### src/rtl/cmd_frame_initiator.sv
// Host-side UART command initiator: serialises one command into a TX byte frame and assembles the RX response.
// Optional response timeout is built only when CMD_TIMEOUT_EN is defined.
module cmd_frame_initiator #(
  parameter int                          frame_data_width            = 8,
  parameter int                          data_width                  = 16,
  parameter int                          addr_width                  = 4,
  parameter int                          function_width              = 4,
  parameter logic [frame_data_width-1:0] register_file_write_command = 8'hAA,
  parameter logic [frame_data_width-1:0] register_file_read_command  = 8'hBB,
  parameter logic [frame_data_width-1:0] ALU_with_op_command         = 8'hCC,
  parameter logic [frame_data_width-1:0] ALU_without_op_command      = 8'hDD,
  parameter int                          TIMEOUT_CYCLES              = 1024
) (
  input  logic                        CLK,
  input  logic                        RST,
  input  logic                        CMD_VLD,
  input  logic [1:0]                  CMD_TYPE,
  input  logic [addr_width-1:0]       CMD_ADDR,
  input  logic [frame_data_width-1:0] CMD_WDATA,
  input  logic [frame_data_width-1:0] CMD_OPA,
  input  logic [frame_data_width-1:0] CMD_OPB,
  input  logic [function_width-1:0]   CMD_FUN,
  output logic                        CMD_BUSY,
  output logic [frame_data_width-1:0] TX_P_DATA,
  output logic                        TX_D_VLD,
  input  logic                        TX_READY,
  input  logic [frame_data_width-1:0] RX_P_DATA,
  input  logic                        RX_D_VLD,
  output logic [data_width-1:0]       RSP_DATA,
  output logic                        RSP_VLD,
  output logic                        RSP_TIMEOUT
);

  typedef enum logic [1:0] {ST_IDLE, ST_SEND, ST_WAIT_RSP, ST_DONE} state_t;

  localparam logic [1:0] TYP_WR  = 2'b00;
  localparam logic [1:0] TYP_RD  = 2'b01;
  localparam logic [1:0] TYP_ALU = 2'b10;

  function automatic logic [frame_data_width-1:0] frame_byte(
    input logic [1:0]                  typ,
    input logic [1:0]                  idx,
    input logic [addr_width-1:0]       addr,
    input logic [frame_data_width-1:0] wdata,
    input logic [frame_data_width-1:0] opa,
    input logic [frame_data_width-1:0] opb,
    input logic [function_width-1:0]   fun
  );
    logic [frame_data_width-1:0] addr_x;
    logic [frame_data_width-1:0] fun_x;
    logic [frame_data_width-1:0] b;
    addr_x = {{(frame_data_width-addr_width){1'b0}}, addr};
    fun_x  = {{(frame_data_width-function_width){1'b0}}, fun};
    b      = {frame_data_width{1'b0}};
    case (typ)
      2'b00: begin
        case (idx)
          2'd0:    b = register_file_write_command;
          2'd1:    b = addr_x;
          2'd2:    b = wdata;
          default: b = {frame_data_width{1'b0}};
        endcase
      end
      2'b01: begin
        case (idx)
          2'd0:    b = register_file_read_command;
          2'd1:    b = addr_x;
          default: b = {frame_data_width{1'b0}};
        endcase
      end
      2'b10: begin
        case (idx)
          2'd0:    b = ALU_with_op_command;
          2'd1:    b = opa;
          2'd2:    b = opb;
          default: b = fun_x;
        endcase
      end
      default: begin
        case (idx)
          2'd0:    b = ALU_without_op_command;
          2'd1:    b = fun_x;
          default: b = {frame_data_width{1'b0}};
        endcase
      end
    endcase
    return b;
  endfunction

  function automatic logic [1:0] last_idx(input logic [1:0] typ);
    logic [1:0] l;
    case (typ)
      2'b00:   l = 2'd2;
      2'b01:   l = 2'd1;
      2'b10:   l = 2'd3;
      default: l = 2'd1;
    endcase
    return l;
  endfunction

  state_t                      state_q, state_d;
  logic                        busy_q, busy_d;
  logic [frame_data_width-1:0] tx_data_q, tx_data_d;
  logic                        tx_vld_q, tx_vld_d;
  logic [data_width-1:0]       rsp_data_q, rsp_data_d;
  logic                        rsp_vld_q, rsp_vld_d;
  logic [1:0]                  typ_q, typ_d;
  logic [addr_width-1:0]       addr_q, addr_d;
  logic [frame_data_width-1:0] wdata_q, wdata_d;
  logic [frame_data_width-1:0] opa_q, opa_d;
  logic [frame_data_width-1:0] opb_q, opb_d;
  logic [function_width-1:0]   fun_q, fun_d;
  logic [1:0]                  idx_q, idx_d;
  logic                        rsp_idx_q, rsp_idx_d;
  logic [frame_data_width-1:0] shadow_q, shadow_d;
`ifdef CMD_TIMEOUT_EN
  localparam int CNT_W = (TIMEOUT_CYCLES > 2) ? $clog2(TIMEOUT_CYCLES) : 1;
  // Counter value from which one more idle cycle reaches TIMEOUT_CYCLES-1.
  localparam logic [CNT_W-1:0] CNT_LAST = CNT_W'(TIMEOUT_CYCLES - 2);
  logic [CNT_W-1:0]            cnt_q, cnt_d;
  logic                        to_q, to_d;
`endif

  always_comb begin
    state_d    = state_q;
    tx_data_d  = tx_data_q;
    tx_vld_d   = tx_vld_q;
    rsp_data_d = rsp_data_q;
    rsp_vld_d  = 1'b0;
    typ_d      = typ_q;
    addr_d     = addr_q;
    wdata_d    = wdata_q;
    opa_d      = opa_q;
    opb_d      = opb_q;
    fun_d      = fun_q;
    idx_d      = idx_q;
    rsp_idx_d  = rsp_idx_q;
    shadow_d   = shadow_q;
`ifdef CMD_TIMEOUT_EN
    cnt_d      = cnt_q;
    to_d       = 1'b0;
`endif
    case (state_q)
      ST_IDLE: begin
        if (CMD_VLD) begin
          typ_d     = CMD_TYPE;
          addr_d    = CMD_ADDR;
          wdata_d   = CMD_WDATA;
          opa_d     = CMD_OPA;
          opb_d     = CMD_OPB;
          fun_d     = CMD_FUN;
          idx_d     = 2'd0;
          tx_data_d = frame_byte(CMD_TYPE, 2'd0, CMD_ADDR, CMD_WDATA, CMD_OPA, CMD_OPB, CMD_FUN);
          tx_vld_d  = 1'b1;
          state_d   = ST_SEND;
        end else begin
          state_d   = ST_IDLE;
        end
      end
      ST_SEND: begin
        if (tx_vld_q && TX_READY) begin
          if (idx_q == last_idx(typ_q)) begin
            tx_vld_d = 1'b0;
            if (typ_q == TYP_WR) begin
              state_d    = ST_DONE;
              rsp_vld_d  = 1'b1;
              rsp_data_d = {data_width{1'b0}};
            end else begin
              state_d    = ST_WAIT_RSP;
              rsp_idx_d  = 1'b0;
`ifdef CMD_TIMEOUT_EN
              cnt_d      = {CNT_W{1'b0}};
`endif
            end
          end else begin
            idx_d     = idx_q + 2'd1;
            tx_data_d = frame_byte(typ_q, idx_q + 2'd1, addr_q, wdata_q, opa_q, opb_q, fun_q);
          end
        end else begin
          state_d = ST_SEND;
        end
      end
      ST_WAIT_RSP: begin
        // A byte arriving on the limit cycle wins over the timeout.
        if (RX_D_VLD) begin
`ifdef CMD_TIMEOUT_EN
          cnt_d = {CNT_W{1'b0}};
`endif
          if (typ_q == TYP_RD) begin
            state_d    = ST_DONE;
            rsp_vld_d  = 1'b1;
            rsp_data_d = {{(data_width-frame_data_width){1'b0}}, RX_P_DATA};
          end else if (rsp_idx_q) begin
            state_d    = ST_DONE;
            rsp_vld_d  = 1'b1;
            rsp_data_d = {RX_P_DATA, shadow_q};
          end else begin
            shadow_d   = RX_P_DATA;
            rsp_idx_d  = 1'b1;
          end
        end else begin
`ifdef CMD_TIMEOUT_EN
          if (cnt_q == CNT_LAST) begin
            state_d = ST_IDLE;
            to_d    = 1'b1;
          end else begin
            cnt_d   = cnt_q + {{(CNT_W-1){1'b0}}, 1'b1};
          end
`else
          state_d = ST_WAIT_RSP;
`endif
        end
      end
      ST_DONE: begin
        state_d = ST_IDLE;
      end
      default: begin
        state_d  = ST_IDLE;
        tx_vld_d = 1'b0;
      end
    endcase
    busy_d = (state_d != ST_IDLE);
  end

  always_ff @(posedge CLK) begin
    if (!RST) begin
      state_q    <= ST_IDLE;
      busy_q     <= 1'b0;
      tx_data_q  <= {frame_data_width{1'b0}};
      tx_vld_q   <= 1'b0;
      rsp_data_q <= {data_width{1'b0}};
      rsp_vld_q  <= 1'b0;
      typ_q      <= TYP_WR;
      addr_q     <= {addr_width{1'b0}};
      wdata_q    <= {frame_data_width{1'b0}};
      opa_q      <= {frame_data_width{1'b0}};
      opb_q      <= {frame_data_width{1'b0}};
      fun_q      <= {function_width{1'b0}};
      idx_q      <= 2'd0;
      rsp_idx_q  <= 1'b0;
      shadow_q   <= {frame_data_width{1'b0}};
`ifdef CMD_TIMEOUT_EN
      cnt_q      <= {CNT_W{1'b0}};
      to_q       <= 1'b0;
`endif
    end else begin
      state_q    <= state_d;
      busy_q     <= busy_d;
      tx_data_q  <= tx_data_d;
      tx_vld_q   <= tx_vld_d;
      rsp_data_q <= rsp_data_d;
      rsp_vld_q  <= rsp_vld_d;
      typ_q      <= typ_d;
      addr_q     <= addr_d;
      wdata_q    <= wdata_d;
      opa_q      <= opa_d;
      opb_q      <= opb_d;
      fun_q      <= fun_d;
      idx_q      <= idx_d;
      rsp_idx_q  <= rsp_idx_d;
      shadow_q   <= shadow_d;
`ifdef CMD_TIMEOUT_EN
      cnt_q      <= cnt_d;
      to_q       <= to_d;
`endif
    end
  end

  assign CMD_BUSY  = busy_q;
  assign TX_P_DATA = tx_data_q;
  assign TX_D_VLD  = tx_vld_q;
  assign RSP_DATA  = rsp_data_q;
  assign RSP_VLD   = rsp_vld_q;
`ifdef CMD_TIMEOUT_EN
  assign RSP_TIMEOUT = to_q;
`else
  assign RSP_TIMEOUT = 1'b0;
`endif

endmodule

### config.mk
export PLATFORM = sky130hd
export DESIGN_NAME = cmd_frame_initiator
export DESIGN_NICKNAME = d
export VERILOG_FILES = /design/src/rtl/cmd_frame_initiator.sv
export SDC_FILE = /design/constraint.sdc
export NUM_CORES = 1
export LEC_CHECK = 0
export BUFFER_PORTS_ARGS = -buffer_cell sky130_fd_sc_hd__buf_2
export CAP_MARGIN = 20
export CORE_MARGIN = 2
export CORE_UTILIZATION = 54
export CTS_CLUSTER_SIZE = 30
export DETAILED_ROUTE_END_ITERATION = 12
export PLACE_DENSITY = 0.78
export SLEW_MARGIN = 20
export SYNTH_ARGS = -nofsm -noshare
export SYNTH_HDL_FRONTEND = slang
export SYNTH_SLANG_ARGS = --single-unit
### constraint.sdc
create_clock -name CLK -period 2.8 [get_ports CLK]
set_clock_uncertainty 0.15 [all_clocks]
set_input_delay 0.14 -clock CLK [delete_from_list [all_inputs] [get_ports CLK]]
set_output_delay 0.14 -clock CLK [all_outputs]
set_load 0.01 [all_outputs]
### Yosys cells after proc, flatten, opt, wreduce, memory -nomap -nowiden

Cells that the tools add are included.

| word-level totals | value |
|---|---|
| bits in registers | 74 |
| input port bits | 47 |
| output and inout port bits | 28 |
| word-level logic and storage cells | 100 |

| cells by class | value |
|---|---|
| add/sub/neg operators | 1 |
| eq/ne operators | 19 |
| muxes and demuxes | 49 |
| bitwise gates (word level) | 2 |
| reductions and logical operators | 14 |

Operators with widths:

| cell | number |
|---|---|
| 16-bit 2-to-1 mux | 6 |
| 8-bit one-hot mux with 3 select lines | 3 |
| 8-bit one-hot mux with 2 select lines | 3 |
| 16-bit one-hot mux with 2 select lines | 1 |
| 8-bit 2-to-1 mux | 3 |
| 7-bit one-hot mux with 3 select lines | 1 |
| 2-bit 2-to-1 mux | 10 |
| 1-bit 2-to-1 mux | 16 |
| 2-bit != test, second input constant | 8 |
| 4-bit AND reduction | 3 |
| 6-bit AND reduction | 2 |
| 2-bit equality test, second input constant | 5 |
| 2-bit by 1-bit equality test with 1-bit output, second input constant | 4 |
| 2-bit logical NOT | 4 |
| 2-bit one-hot mux with 2 select lines | 2 |
| 2-bit one-hot mux with 4 select lines | 1 |
| 1-bit one-hot mux with 2 select lines | 3 |
| 2-bit nonzero test | 3 |
| 3-bit != test, second input constant | 1 |
| 2-bit by 1-bit adder with 2-bit output, second input constant | 1 |
| 2-bit equality test | 1 |
| 1-bit NOT | 2 |
| 2-bit AND reduction | 1 |
| 1-bit logical AND | 1 |

### Logic depth before layout (Yosys ltp)

| logic depth | value |
|---|---|
| depth after elaboration | 9 |
| mapped depth | 8 |
| mapped depth without buffers | 6 |

### Least setup slack after synthesis

OpenSTA, ideal clock, no wires.

| path | value |
|---|---|
| path kind | reg2reg |
| start | reg idx_q[1] |
| end | reg tx_data_q[2] (netlist: TX_P_DATA[2]) |
| library setup time | 88 ps |
| data arrival time | 1,860 ps |
| required time | 2,562 ps |
| path slack | 702 ps |
| cell stages (with the launch flop) | 8 |
| buffers on the path | 1 |
| clock period less this slack | 2,098 ps |
| cells stage by stage | dfxtp_1 -> buf_2 -> inv_1 -> ha_1 -> or2b_1 -> o211ai_1 -> and4b_1 -> o32ai_2 |

| between the ends | value |
|---|---|
| word-level cells in the longest chain between the ends | 7 |
| elaborated cells between the ends (all ways) | 15 |
| classes of those cells | add/sub: 1; eq/ne: 4; mux: 8; reduce/logical: 2 |

Ends and longest elaborated chain:

| what | line | source |
|---|---|---|
| start: declaration | 113 | `logic [1:0] idx_q, idx_d;` |
| start signal: assignment | 259 | `idx_q <= idx_d;` |
| 2-bit by 1-bit adder with 2-bit output | 177 | `tx_data_d = frame_byte(typ_q, idx_q + 2'd1, addr_q, wdata_q, opa_q, opb_q, fun_q);` |
| 2-bit equality test (tied with other cells) | 57, 72 |  |
| 8-bit one-hot mux with 3 select lines (tied with other cells) | 72 | `case (idx)` |
| 8-bit one-hot mux with 3 select lines | 55 | `case (typ)` |
| 8-bit 2-to-1 mux | 162 | `if (idx_q == last_idx(typ_q)) begin` |
| 8-bit 2-to-1 mux | 161 | `if (tx_vld_q && TX_READY) begin` |
| 8-bit one-hot mux with 2 select lines | 143 | `case (state_q)` |
| end signal: assignment | 229 | `tx_data_q <= {frame_data_width{1'b0}};` |
| end signal: assignment | 249 | `tx_data_q <= tx_data_d;` |
| end: declaration | 103 | `logic [frame_data_width-1:0] tx_data_q, tx_data_d;` |

Parallel ways exist; a longest one is shown, timed or not. The select of a mux whose other input is x is not followed.
A chain may end at the register's enable or synchronous reset.

### Worst setup path in the final report

| path | value |
|---|---|
| start | reg idx_q[0] |
| end | reg tx_data_q[2] (netlist: TX_P_DATA[2]) |

The elaborated chain is that of the path after synthesis.

==> metrics.md <==
| Metric | Value |
|---|---|
| R2R Setup Slk | `0.41 ns` |
| Max-slew violation count | `0` |
| Post-route cell area | `4820 um^2` |
| Number of nets in the layout | `slightly above 600` |
| N_diodes | `0` |
| R2R depth | `6` |
| Yosys reg bits | `74` |
| Initial Util | `56.1%` |
| Final Critical Period | `about 2.4 ns` |
| Post-CTS Setup Inserts | `0` |
| Yosys Warn Count | `0` |
| Most frequent cell after synthesis | `nand2_1` |
| Setup crit end kind | `flip-flop` |
| HP Class | `in -> reg` |
| Setup tns final | `0 ns` |
| H-tree depth | `3` |
| Core footprint | `between 6000 and 7000 um^2` |
| Filler cell count | `534` |
| Starting DRC count in detailed routing | `approximately 250` |
| Sequential cell area | `around 1500 um^2` |
| Crit path DAT | `roughly 2.5 ns` |
| CTS Buffer Depth | `2` |
| Max VDD drop | `0.508 mV` |
| Crit path kind | `reg -> reg` |
| Via count | `around 3,700` |
| Worst rel slew slack | `52.8%` |
| Clock sink count | `74` |
| Netlist cell types | `69` |
| Worst Tran Pin Value | `around 0.71 ns` |
| Gpl congestion | `approximately 0.97` |
| Post-DP Area | `4190 um^2` |
| Ranking of synthesized cells by area | `dfxtp_1 (39%), nand2_1 (10%), a21oi_1 (5.6%)` |
| Final hold violation count | `0` |
| Mapped Area | `about 3800 um^2` |
| # setup viols final | `0` |
| Drt total wl | `a little over 10 mm` |
| Req. time, crit path | `~3 ns` |
| Clock root cell | `clkbuf_8` |
| Max-cap check violation count | `0` |
| Synth Area per Inst | `about 8.5 um^2` |
| Post-synthesis sequential area ratio | `~39%` |
| Later-pin clock latency in the skew report | `0.36 ns` |
| WHS Path Cells | `4` |
| RR Endpoint | `TX_P_DATA[2]$_SDFFE_PN0P_` |
| DP HPWL | `6.76 mm` |
| Vias/cell | `between 5 and 6` |
| Leakage | `a little under 0.002 uW` |
| Synth cell count leaders | `nand2_1 (103), dfxtp_1 (74), a21oi_1 (43)` |
| Place WS | `0.454 ns` |
| Number of synthesized flops with an enable pin | `0` |
| Num CTS Buffers | `9` |
| Vias in the first global route | `about 3,600` |
| WP buf/inv | `1` |
| # rows | `30` |
| Gr usage total | `between 20% and 30%` |
| Hold EP | `rsp_idx_q$_SDFFE_PN0P_` |
| Start point of the worst hold path | `RX_D_VLD` |
| Worst R2R Start | `idx_q[0]$_SDFFE_PN0P_` |
| Startpoint types | `flip-flop` |
| PnR worst setup slack | `0.405 ns` |
| CP max FO | `13` |
| Area grow syn2layout | `25.9%` |
| Die area | `7790 um^2` |
| Async S/R FF share, synth | `0%` |
| Fin crit share | `85.5%` |
| First-pass GRT wire length | `about 17 mm` |
| Crit path max-delay cell type | `dfxtp_1` |
| Top cell type's share of synthesized area | `between 30% and 40%` |
| RSZ-0062 raised after global routing | `false` |
| Final hold slack | `around 0.019 ns` |
| Max stage delay on crit path | `0.63 ns` |
| Post-route ant nets | `0` |
| IO Pins | `between 70 and 80` |
| Mapped Cells | `around 450` |
| Status | `completed` |
| First-pass iteration count of the detailed router | `4` |
| CTS tree | `built` |
| Max Fclk | `about 420 MHz` |
| Cells along the critical path | `inv_1 -> ha_1 -> or2b_1 -> o211ai_1 -> and4b_1 -> o32ai_2` |
| Fraction of layout cells with a size suffix above 1 | `a little under a quarter` |
| Pwr Density | `between 500 and 600 nW/um^2` |
| Antenna violations before repair | `0` |
| Vert. Die Dim | `approximately 90 um` |
| Setup crit start | `idx_q[0]$_SDFFE_PN0P_` |
| Pin count of the biggest net entering global routing | `51` |
| Port buffer count | `73` |
| Synthesized net count | `roughly 500` |
| Post-route DRC | `0` |
| WL per Instance | `about 16 um` |
| Die span in x | `slightly below 90 um` |
| Clock slew at reported path FFs | `approximately 0.08 ns` |
| Cell family with most CP delay | `flip-flops` |
| Grt total ovfl | `0` |
| Synth Flop Type | `dfxtp_1` |
| Multi-input gate area | `2080 um^2` |
| Yosys top cell by area | `dfxtp_1` |
==> worst register-to-register path, delay by kind of cell, from the launching register on <==
kind	cells	cell delay (ns)
flip-flops	1	0.63
AND/OR/NAND/NOR	2	0.55
buffers and inverters	1	0.16
AO/OA/AOI/OAI	2	0.44
adder cells (fa/ha/maj)	1	0.39
==> layout by cell type (no fill, tap or decap), drive strengths merged, types with 11 or more instances in the layout <==
master | Yosys | final
inv | 15 | 17
nor2 | 14 | 14
mux2 | 11 | 11
nand3 | 16 | 16
a21oi | 43 | 43
mux2i | 19 | 19
dfxtp | 74 | 74
buf | 19 | 85
dlygate4sd3 | 0 | 43
clkbuf | 17 | 11
nand2 | 103 | 103
==> how the worst max path moves through the flow <==
stage                                endpoint  slack [ns]  depth (start not counted)
floorplan           TX_P_DATA[2]$_SDFFE_PN0P_        0.70                          7
global placement    TX_P_DATA[6]$_SDFFE_PN0P_        0.53                          6
detailed placement  TX_P_DATA[2]$_SDFFE_PN0P_        0.45                          6
CTS                 TX_P_DATA[6]$_SDFFE_PN0P_        0.43                          6
global route        TX_P_DATA[6]$_SDFFE_PN0P_        0.14                          6
finish              TX_P_DATA[2]$_SDFFE_PN0P_        0.41                          6
==> stage by stage <==
step	utilization [%]	std cells	total power, uW
floorplan	-	453	1450
global placement	61.4	598	1570
detailed placement	61.4	598	1580
CTS	70.6	657	2470
global route	70.6	657	2580
finish	70.6	657	2470
==> routing by layer <==
metal / share of wire (%) / wire length, um / vias up / GRT usage (%)
li1: - / - / 1815 / -
met1: 44 / 4460 / 1715 / 35.4
met2: 49 / 5060 / 119 / 49.6
met3: 5.2 / 530 / 17 / 4.38
met4: 1.8 / 189 / 0 / 10.2
met5: 0 / 0 / - / 0
==> where the power goes <==
group	switching, uW	internal, uW	leakage (uW)
registers	53.1	1110	0.000604
logic	250	196	0.00123
clock network	421	441	0.000100
total	724	1750	0.00193
==> state kept, by name, summed over array words and instances (netlist names), 2 cells and up <==
name / cells
RSP_DATA: 16
TX_P_DATA: 8
addr_q: 4
fun_q: 4
idx_q: 2
opa_q: 8
opb_q: 8
shadow_q: 8
state_q: 2
typ_q: 2
wdata_q: 8
==> layout make-up <==
type / instances / share of cell area (%)
flip-flops and latches: 74 / 30.7
multi-input cells: 328 / 43.1
well taps: 96 / 2.49
clock inverters: 5 / 1.25
repair buffers: 128 / 18.4
clock buffers: 11 / 2.93
inverters: 15 / 1.17
==> kinds of logic after synthesis <==
kind of cell | share of synthesized area (%)
compound gates | 20.9
xor+xnor | 0.425
fa+ha+maj | 2.61
buf+inv | 7.12
flops | 38.7
mux | 8.19
other cells | 0.0978
simple gates | 22.0
==> what timing repair did <==
action | CTS | global route
resized for setup | 0 | 0
hold endpoints to repair | 51 | 0
hold buffers | 43 | 0
Power figures use the tool's default switching activity.
